===== config.mk =====
export PLATFORM = sky130hd
export DESIGN_NAME = register_file_sb
export DESIGN_NICKNAME = d
export VERILOG_FILES = /design/src/rtl/register_file_sb_pkg.sv /design/src/rtl/register_file_sb_bypass.sv /design/src/rtl/register_file_sb.sv
export SDC_FILE = /design/constraint.sdc
export NUM_CORES = 1
export LEC_CHECK = 0
export BUFFER_PORTS_ARGS = -buffer_cell sky130_fd_sc_hd__buf_2
export CAP_MARGIN = 20
export CORE_ASPECT_RATIO = 1.2
export CORE_MARGIN = 1
export CORE_UTILIZATION = 35
export CTS_BUF_LIST = sky130_fd_sc_hd__clkbuf_4 sky130_fd_sc_hd__clkbuf_8
export DETAILED_ROUTE_END_ITERATION = 7
export PLACE_DENSITY_LB_ADDON = 0.25
export SYNTH_ARGS = -nofsm -noshare
export SYNTH_HDL_FRONTEND = slang
export SYNTH_SLANG_ARGS = --single-unit

===== constraint.sdc =====
create_clock -name CLK -period 3.75 [get_ports CLK]
set_input_delay 0.1875 -clock CLK [delete_from_list [all_inputs] [get_ports CLK]]
set_output_delay 0.1875 -clock CLK [all_outputs]
set_load 0.01 [all_outputs]

===== src/rtl/register_file_sb_pkg.sv =====
// register_file_sb_pkg: shared constants for the scoreboarded register file
//   ST_CLEAR/ST_RUN : FSM state encoding (post-reset clear sweep, normal operation)
//   XLEN_DEF/NREGS_DEF : default data width and entry count
//   ZERO_IDX : index of the optional hardwired-zero entry
package register_file_sb_pkg;
    localparam logic [0:0] ST_CLEAR = 1'b0;
    localparam logic [0:0] ST_RUN = 1'b1;
    localparam int XLEN_DEF = 32;
    localparam int NREGS_DEF = 32;
    localparam int ZERO_IDX = 0;
endpackage


===== src/rtl/register_file_sb_bypass.sv =====
// regfile_sb_bypass: one read port's data mux and hazard flag
//   run  : array is out of the clear sweep
//   we   : qualified writeback (RUN and not a dropped zero-entry write)
//   a3/wd: writeback address/data, ra: read address
//   q    : stored entry at ra, pend: scoreboard bit at ra
//   rd   : read data with write-through bypass, busy: outstanding producer at ra
module regfile_sb_bypass
    import register_file_sb_pkg::*;
#(
    parameter int XLEN = XLEN_DEF,
    parameter int AW = 5,
    parameter int ZERO_REG = 1
) (
    input  logic            run,
    input  logic            we,
    input  logic [AW-1:0]   a3,
    input  logic [XLEN-1:0] wd,
    input  logic [AW-1:0]   ra,
    input  logic [XLEN-1:0] q,
    input  logic            pend,
    output logic [XLEN-1:0] rd,
    output logic            busy
);
    logic zero;
    logic hit;
    always_comb begin
        zero = (ZERO_REG != 0) && (ra == AW'(ZERO_IDX));
        hit = we && (a3 == ra);
        rd = (!run || zero) ? '0 : hit ? wd : q;
        // a same-cycle writeback satisfies the consumer through the bypass
        busy = run && !zero && pend && !hit;
    end
endmodule


===== src/rtl/register_file_sb.sv =====
// register_file_sb: multi-port register file with bypass, pending scoreboard and clear sweep
//   CLK, Reset     : clock, synchronous active-high reset
//   WE, A3, WD     : writeback port
//   RA, RD         : NRD packed read ports (address AW bits, data XLEN bits each)
//   Issue, IssueA  : mark destination register as pending
//   Busy           : per read port, addressed register has an outstanding write
//   Ready          : clear sweep finished, accepting traffic
module register_file_sb
    import register_file_sb_pkg::*;
#(
    parameter int XLEN = XLEN_DEF,
    parameter int NREGS = NREGS_DEF,
    parameter int NRD = 2,
    parameter int ZERO_REG = 1,
    localparam int AW = $clog2(NREGS)
) (
    input  logic                CLK,
    input  logic                Reset,
    input  logic                WE,
    input  logic [AW-1:0]       A3,
    input  logic [XLEN-1:0]     WD,
    input  logic [NRD*AW-1:0]   RA,
    output logic [NRD*XLEN-1:0] RD,
    input  logic                Issue,
    input  logic [AW-1:0]       IssueA,
    output logic [NRD-1:0]      Busy,
    output logic                Ready
);
    logic [XLEN-1:0] mem [NREGS];
    logic [0:0] state;
    logic [AW-1:0] ptr;
    logic [NREGS-1:0] pend;
    logic ready_q;
    logic run;
    logic wr_ok;
    logic iss_ok;
    logic mem_we;
    logic [AW-1:0] mem_a;
    logic [XLEN-1:0] mem_d;
    logic [NREGS-1:0] set_m;
    logic [NREGS-1:0] clr_m;

    always_comb begin
        run = state == ST_RUN;
        wr_ok = run && WE && !((ZERO_REG != 0) && (A3 == AW'(ZERO_IDX)));
        iss_ok = run && Issue && !((ZERO_REG != 0) && (IssueA == AW'(ZERO_IDX)));
        // the sweep shares the single write port, so no per-entry reset is needed
        mem_we = !Reset && (!run || wr_ok);
        mem_a = run ? A3 : ptr;
        mem_d = run ? WD : '0;
        set_m = iss_ok ? (NREGS'(1) << IssueA) : '0;
        clr_m = wr_ok ? (NREGS'(1) << A3) : '0;
    end

    always_ff @(posedge CLK)
        if (mem_we)
            mem[mem_a] <= mem_d;

    always_ff @(posedge CLK) begin
        if (Reset) begin
            state <= ST_CLEAR;
            ptr <= '0;
            pend <= '0;
            ready_q <= 1'b0;
        end else if (!run) begin
            ptr <= ptr + AW'(1);
            if (ptr == AW'(NREGS - 1)) begin
                state <= ST_RUN;
                ready_q <= 1'b1;
            end
        end else begin
            // set applied after clear: a new producer outranks the retiring one
            pend <= (pend & ~clr_m) | set_m;
        end
    end

    assign Ready = ready_q;

    for (genvar i = 0; i < NRD; i++) begin : g_port
        logic [AW-1:0] ra;
        assign ra = RA[i*AW +: AW];
        regfile_sb_bypass #(.XLEN(XLEN), .AW(AW), .ZERO_REG(ZERO_REG)) u_byp (
            .run(run),
            .we(wr_ok),
            .a3(A3),
            .wd(WD),
            .ra(ra),
            .q(mem[ra]),
            .pend(pend[ra]),
            .rd(RD[i*XLEN +: XLEN]),
            .busy(Busy[i])
        );
    end
endmodule

==> flow_summary.yaml, run 1 <==
outcome:
  outcome: "finished clean"
place:
  place.port_buffers: 122
  placedCellCount: 4753
  place_congestion: 0.836
  hpwl_mm: 100
route:
  drc_errors: 0
  wl_per_cell_microns: 32.2
  dr_total_vias: 30481
  viasPerCell: 5.95
  ant_nets: 0
  drtIter0Drc: 3010
  firstDrtPassIters: 5
  finalWirelength_mm: 165
logic_synthesis:
  yosysWarnings: 0
  synth_edf_count: 1024
  synth_area_per_cell_sq_um: 18.3
  synth_top_area_cell: "edfxtp_1"
  synth-async-reset-ratio_pct: 0
  yosysTopAreaCellShare_pct: 60.4
  synth_most_common_cell: "edfxtp_1"
  synth_cell_types: 50
  yosys_register_bits: 1063
  yosys.area_share.simple_pct: 3.00
  synth_top_family_by_area: "multiplexers"
  synth_area_sq_um: 50900
  synthAdderAreaFrac_pct: 0.0492
  syn_nets: 2838
  netlist_top_cells_count: "edfxtp_1, mux4_2, mux2i_1"
  synthMuxAreaShare_pct: 27.5
  synth_seq_area_share_pct: 62.0
  syn_inst: 2780
  synth_compound_area_share_pct: 5.14
  synth_xor_xnor_area_share_pct: 0.207
  synth_area_leaders: "edfxtp_1, mux4_2, mux2i_1"
  synthFlopType: "edfxtp_1"
global_routing:
  gr-total-overflow: 0
  first_global_vias: 32191
  grt_antenna_before_repair: 4
  grtUsageTotal_pct: 22.6
  grt_pass1_wl_mm: 236
  grt_max_degree: 57
sta:
  period_needed_ns: 3.60
  relSlewSlack_pct: 25.0
  setup_violations: 0
  drv_slew: 0
  worstMarginPinSlew_ns: 1.11
  fin_crit_sh_pct: 96.0
  clock_skew_ns: 0.0498
  hold_violations: 0
  tns_ns: 0
  rsz0062_at_grt: "false"
  fmax_mhz: 278
floorplan:
  die_h_microns: 420
  fp.coreArea_sq_um: 144000
  initial_core_util_pct: 35.4
  ios: 123
  rows: 152
  die-area_sq_um: 147000
  die_x_microns: 350
cts:
  cts_tree: "done"
  path_clk_slew_ns: 0.07
  htreeDepth: 4
  clk_latency_ns: 0.91
  ctsRootBufferMaster: "clkbuf_8"
  cts_made_buffers: 169
  cts_sinks: 1063
  cts_max_path_buffers: 3
worst_setup_path:
  crit_chain: "nand2_1, o21bai_4, nor4_4, buf_4, buf_6, nor3_1, nor3_2, buf_2"
  cp-end-kind: "output pin"
  worstPathArrival_ns: 3.41
  crit_type: "reg -> out"
  reg2reg_from: "run"
  critPathLaunch: "run"
  critPathMaxStageDelay_ns: 0.44
  crit_slowest_cell: "nor4_4"
  cp.required_ns: 3.56
  startpoint_type: "flip-flop"
  crit_fanout: 30
run:
  drv_cap: 0
worst_hold_path:
  hold_start: "WD[18]"
  hold_class: "in -> reg"
power:
  peakVddDrop_mv: 0.213
  powerDensity_nw_per_um2: 419
  power.total_mw: 24.7
  leakagePower_nw: 19.0
final_layout:
  layout.nets: 3128
  area_growth_pct: 15.9
  fin_cells: 5127
  fillerInstances: 12758
  drive_above_1_share_pct: 35.5
-- per-stage QoR --
stage                     util, %  worst slack, ns  hold WS [ns]  cell area [sq um]
after global placement       38.2            0.249         0.460              54800
final                        41.1            0.151        0.0331              59000
after detailed placement     38.2            0.256         0.462              54800
after global routing         41.1           0.0117        0.0138              59000
after CTS                    40.7           0.0114       0.00907              58400
after floorplan                 -            0.648         0.386              50900
-- state kept, by name, summed over array words and instances (netlist names) --
name,cells
ptr,5
Ready,1
run,1
pend,32
mem,1024
-- placed cells by master, fill, tap and decap left out, types with 8 or more instances in the layout --
master	netlist	layout
a211o_1	31	31
a21oi_1	35	34
a221oi_1	22	21
a221oi_2	30	30
a22o_1	32	32
a22oi_1	63	63
and2_1	32	32
and3_1	17	17
buf_12	0	35
buf_16	0	8
buf_2	72	113
buf_4	22	120
buf_8	0	11
clkbuf_4	0	50
clkbuf_8	0	177
clkinv_1	0	40
clkinv_2	0	22
dfxtp_1	39	38
dlygate4sd3_1	0	50
edfxtp_1	1024	1024
mux2i_1	281	281
mux4_2	496	496
nand2_1	130	130
nand3_1	12	12
nor2_1	115	81
nor2_4	0	33
o211ai_1	18	18
o21ai_0	111	109
-- layer usage --
metal | track usage, % | vias to the layer above | wire length, microns
li1 | - | 12359 | -
met5 | 0 | - | 0
met2 | 37.7 | 1460 | 82400
met3 | 4.22 | 332 | 11800
met4 | 8.77 | 0 | 6010
met1 | 29.2 | 16330 | 64700
-- worst max-delay path: cells and delay by family (launching register included) --
kind            cells  cell delay (ns)
simple gates        4             1.12
buf+inv             3             0.77
flops               1             0.40
compound gates      1             0.21
-- path summary, 6_finish.rpt --
kind,to,slack [ns],cells after the start
max reg2reg,mem[25][4],0.75,6
max,RD[62],0.15,8
min reg2reg,pend[0],0.49,1
min,mem[30][18],0.03,2
-- logic make-up (layout without fill, tap and decap cells) --
family	count (synthesis)	count (layout)
buffers and inverters	233	654
and+or+nand+nor	341	341
other	0	1
AOI/OAI and AO/OA	351	351
adders and majority gates	2	2
DFF	1063	1063
muxes	778	778
xor gates and xnor gates	12	12
-- report_power, final --
part	leakage, nW	switching [mW]	internal, mW
sequential	9.29	0.0323	12.9
clock	1.72	4.77	5.00
combinational	7.99	1.15	0.864
total	19.0	5.95	18.8
-- cell type report --
cell class	instances	area (sq um)	area share [%]
multi-input cells	1484	18600	31.5
diodes	1	2.50	0.00424
repair buffers	345	3170	5.37
inverters	7	26.3	0.0446
well taps	1925	2410	4.08
clock inverters	76	435	0.738
flip-flops and latches	1063	31500	53.5
clock buffers	226	2800	4.74
-- what timing repair did --
action / in CTS / in global routing
gates resized for setup: 11 / 0
hold buffers: 37 / 13
endpoints found under the hold margin: 156 / 135
buffers inserted: 0 / 2
setup endpoints to repair: 57 / 1
Note: power is estimated with default switching activity, not from simulation.
==> run 2: changes to the inputs <==
--- a/config.mk
+++ b/config.mk
@@ -10,7 +10,7 @@
 export CORE_ASPECT_RATIO = 1.2
 export CORE_MARGIN = 1
 export CORE_UTILIZATION = 35
-export CTS_BUF_LIST = sky130_fd_sc_hd__clkbuf_4 sky130_fd_sc_hd__clkbuf_8
+export CTS_BUF_LIST = sky130_fd_sc_hd__clkbuf_8
 export DETAILED_ROUTE_END_ITERATION = 7
 export PLACE_DENSITY_LB_ADDON = 0.25
 export SYNTH_ARGS = -nofsm -noshare
==> flow_summary.yaml, run 2 (synthesized netlist as in run 1, its figures left out) <==
sta:
  rsz0062_at_grt: "false"
  setup_violations: 0
  clock_skew_ns: 0.0440
  relSlewSlack_pct: 24.1
  period_needed_ns: 3.58
  fin_crit_sh_pct: 95.5
  hold_violations: 0
  worstMarginPinSlew_ns: 1.14
  fmax_mhz: 279
  tns_ns: 0
  drv_slew: 0
place:
  place_area_sq_um: 54800
  place_congestion: 0.836
  hpwl_mm: 100
  place.port_buffers: 122
  placedCellCount: 4753
route:
  drtIter0Drc: 3055
  wl_per_cell_microns: 32.2
  finalWirelength_mm: 165
  ant_nets: 0
  dr_total_vias: 30487
  drc_errors: 0
  firstDrtPassIters: 5
  viasPerCell: 5.95
cts:
  path_clk_slew_ns: 0.07
  clk_latency_ns: 0.91
  cts_max_path_buffers: 3
  ctsRootBufferMaster: "clkbuf_8"
  cts_sinks: 1063
  cts_made_buffers: 169
  cts_tree: "done"
  htreeDepth: 4
floorplan:
  initial_core_util_pct: 35.4
  die_x_microns: 350
  die-area_sq_um: 147000
  rows: 152
  die_h_microns: 420
  ios: 123
  fp.coreArea_sq_um: 144000
global_routing:
  gr-total-overflow: 0
  grtUsageTotal_pct: 22.6
  first_global_vias: 32151
  grt_antenna_before_repair: 4
  grt_pass1_wl_mm: 235
  grt_max_degree: 57
outcome:
  outcome: "finished clean"
final_layout:
  layout_commonest_cell: "edfxtp_1"
  area_growth_pct: 15.6
  top_regs: "mem (1024), pend (32), ptr (5)"
  fillerInstances: 12782
  design_area_sq_um: 58800
  most-common-layout-cells: "edfxtp_1, mux4_2, mux2i_1, clkbuf_8, nand2_1"
  largest_reg_flops: 1024
  layout.nets: 3126
  regMostFlops: "mem"
  fin_cells: 5125
  drive_above_1_share_pct: 33.9
worst_hold_path:
  hold_class: "in -> reg"
worst_setup_path:
  critPathLaunch: "run"
  rrSetupSlack_ns: 0.73
  reg2reg_depth: 6
  crit_chain: "buf_4, buf_6, o21ai_0, or2_4, o21ai_2, buf_4, buf_2"
  reg2reg_from: "run"
  crit_slowest_cell: "or2_4"
  cp_common_cell: "buf_4"
  endpoint: "RD[63]"
  timing.rr.end: "mem[24][16]"
  critPathMaxStageDelay_ns: 0.48
  cp.required_ns: 3.56
  crit_type: "reg -> out"
  crit_fanout: 34
  startpoint_type: "flip-flop"
  worstPathArrival_ns: 3.39
  cp-end-kind: "output pin"
power:
  powerDensity_nw_per_um2: 412
  leakagePower_nw: 19.0
  peakVddDrop_mv: 0.219
run:
  drv_cap: 0
[run 2: changes by cell type in the layout (fill, tap and decap cells not counted), sizes merged]
cell / before / now
inv: 15 / 65
clkbuf: 230 / 178
buf: 291 / 293
dlygate4sd3: 50 / 48
[run 2: critical path: cells and delay by family, from the launching register on]
kind / cells / cell delay (ns)
compound gates: 2 / 0.67
buf+inv: 4 / 0.90
flops: 1 / 0.40
simple gates: 1 / 0.48
[run 2: metal layers]
metal	up-vias	wire length [microns]	global-route usage [%]
li1	12363	-	-
met1	16346	64600	29.1
met2	1438	82400	37.8
met3	340	11900	4.17
met4	0	6110	8.85
met5	-	0	0
[run 2: power by group]
part           total, mW  internal (mW)  switching, mW  leakage (nW)
clock network       9.28           4.50           4.78          1.75
logic               2.02          0.863           1.15          7.99
registers           12.9           12.9         0.0325          9.29
[run 2: area by class of cell]
cell class                 count  area (sq um)  share of cell area, %
sequential                  1063         31500                   53.6
multi-input combinational   1484         18600                   31.6
timing repair buffer         343          3180                   5.42
clock buffer                 176          2420                   4.12
tap                         1925          2410                   4.10
clock inverter               126           623                   1.06
inverter                       7          26.3                 0.0447
antenna                        1          2.50                0.00426
[run 2: through the flow]
step / hold slack [ns] / util [%] / power, mW / setup WS, ns
detailed placement: 0.462 / 38.2 / 15.2 / 0.256
global route: -0.00724 / 41.0 / 25.0 / 0.0129
global placement: 0.460 / 38.2 / 15.2 / 0.249
floorplan: 0.386 / - / 14.5 / 0.648
finish: 0.0240 / 41.0 / 24.2 / 0.168
CTS: 0.00874 / 40.6 / 24.4 / 0.0114
[run 2: worst min-delay path by stage]
stage | startpoint | to | slack (ns) | cells past startpoint
6_report | WD[18] | mem[30][18] | 0.02 | 2
3_5_place_dp | Reset | ptr[3] | 0.46 | 2
5_1_grt | WD[23] | mem[8][23] | -0.007 | 3
3_3_place_gp | Reset | ptr[3] | 0.46 | 2
4_1_cts | Reset | ptr[3] | 0.009 | 3
2_1_floorplan | IssueA[1] | pend[13] | 0.39 | 3
[run 2: timing repair]
action / 4_1_cts / 5_1_grt
buffers inserted: 0 / 2
setup endpoints to repair: 57 / 1
gates resized for setup: 11 / 0
hold buffers: 36 / 12
hold endpoints to repair: 156 / 151
cloned: 0 / 0
==> run 3: changes to the inputs <==
--- a/config.mk
+++ b/config.mk
@@ -12,7 +12,7 @@
 export CORE_UTILIZATION = 35
 export CTS_BUF_LIST = sky130_fd_sc_hd__clkbuf_8
 export DETAILED_ROUTE_END_ITERATION = 7
-export PLACE_DENSITY_LB_ADDON = 0.25
+export PLACE_DENSITY_LB_ADDON = 0.2
 export SYNTH_ARGS = -nofsm -noshare
 export SYNTH_HDL_FRONTEND = slang
 export SYNTH_SLANG_ARGS = --single-unit
==> flow_summary.yaml, run 3 (synthesized netlist as in run 1, its figures left out) <==
power:
  powerDensity_nw_per_um2: 418
  leakagePower_nw: 19.0
  power.total_mw: 24.5
  peakVddDrop_mv: 0.246
cts:
  path_clk_slew_ns: 0.07
  cts_tree: "done"
  clk_latency_ns: 0.89
  cts_setup_buffers: 0
  ctsRootBufferMaster: "clkbuf_8"
  cts_max_path_buffers: 3
  cts_sinks: 1063
  htreeDepth: 4
  cts_made_buffers: 175
floorplan:
  fp.coreArea_sq_um: 144000
  die_x_microns: 350
  die_h_microns: 420
  die-area_sq_um: 147000
  rows: 152
  ios: 123
  initial_core_util_pct: 35.4
route:
  finalWirelength_mm: 170
  wl_per_cell_microns: 33.4
  drtIter0Drc: 3273
  drc_errors: 0
  ant_nets: 0
  viasPerCell: 6.01
  dr_total_vias: 30602
  firstDrtPassIters: 6
final_layout:
  layout_commonest_cell: "edfxtp_1"
  area_growth_pct: 15.3
  top_regs: "mem (1024), pend (32), ptr (5)"
  final_util_pct: 40.9
  most-common-layout-cells: "edfxtp_1, mux4_2, mux2i_1, clkbuf_8, nand2_1"
  fillerInstances: 12827
  drive_above_1_share_pct: 33.2
  fin_cells: 5094
  largest_reg_flops: 1024
  regMostFlops: "mem"
  layout.nets: 3093
  design_area_sq_um: 58700
sta:
  rsz0062_at_grt: "false"
  period_needed_ns: 3.61
  fin_crit_sh_pct: 96.2
  tns_ns: 0
  relSlewSlack_pct: 27.7
  setup_slack_ns: 0.142
  hold_violations: 0
  holdWs_ns: 0.143
  worstMarginPinSlew_ns: 1.08
  drv_slew: 0
  setup_violations: 0
  fmax_mhz: 277
  clock_skew_ns: 0.0335
worst_setup_path:
  cp-end-kind: "output pin"
  timing.rr.end: "pend[13]"
  cp.required_ns: 3.56
  crit_type: "reg -> out"
  rrSetupSlack_ns: 0.47
  worstPathArrival_ns: 3.42
  startpoint_type: "flip-flop"
  reg2reg_from: "run"
  crit_fanout: 31
  reg2reg_depth: 8
worst_hold_path:
  hold_class: "in -> reg"
  min_to: "mem[22][4]"
  hold_depth: 2
  hold_start: "WD[4]"
global_routing:
  grt_max_degree: 93
  grt_pass1_wl_mm: 240
  grt_antenna_before_repair: 3
  first_global_vias: 31725
  gr-total-overflow: 0
  grtUsageTotal_pct: 23.3
outcome:
  outcome: "finished clean"
place:
  hpwl_mm: 97.4
  place_congestion: 0.805
  place.port_buffers: 122
  pre_cts_slack_ns: 0.611
  place_area_sq_um: 54700
  placedCellCount: 4727
run:
  drv_cap: 0
==> run 3: cell count changes in the layout (fill, tap and decap cells not counted), sizes merged <==
cell,delta
bufinv,+3
inv,+10
clkbuf,+4
diode,+1
dlygate4sd3,-3
buf,-35
clkinv,-11
==> run 3: how the worst max path moves through the flow <==
stage	start	to	depth (start not counted)
5_1_grt	run	RD[3]	7
2_1_floorplan	run	mem[20][0]	6
4_1_cts	run	RD[3]	7
3_5_place_dp	RA[3]	RD[4]	8
6_report	run	RD[23]	6
3_3_place_gp	RA[3]	RD[4]	8
==> run 3: layout make-up <==
type / count / area (sq um) / area share, %
sequential: 1063 / 31500 / 53.7
multi-input combinational: 1484 / 18600 / 31.7
timing repair buffer: 304 / 2930 / 4.99
clock buffer: 181 / 2490 / 4.25
tap: 1925 / 2410 / 4.10
clock inverter: 128 / 691 / 1.18
inverter: 7 / 26.3 / 0.0448
antenna: 2 / 5.00 / 0.00853
==> run 3: repair_timing <==
action / CTS / global route
endpoints found under the setup margin: 14 / 3
hold endpoints to repair: 103 / 299
gates resized for setup: 3 / 3
hold buffers: 34 / 11
pin swaps: 1 / 0
==> run 3: critical path: stages (launching register included) <==
cell and delay, ns:
dfxtp_2 0.33, nand2_1 0.08, o21bai_4 0.20, or4_2 0.73, and2_4 0.44, a221oi_2 0.50, buf_2 0.21
==> run 3: report_power, final <==
part	switching, mW	internal [mW]	leakage [nW]
clock network	4.75	4.81	1.86
logic	1.15	0.865	7.83
registers	0.0320	12.9	9.29
total	5.93	18.6	19.0
==> run 3: layer usage <==
metal | share of wire (%) | global-route usage (%)
met1 | 40 | 30.7
met3 | 6.7 | 4.04
met5 | 0 | 0
met2 | 50 | 38.9
met4 | 3.1 | 8.05
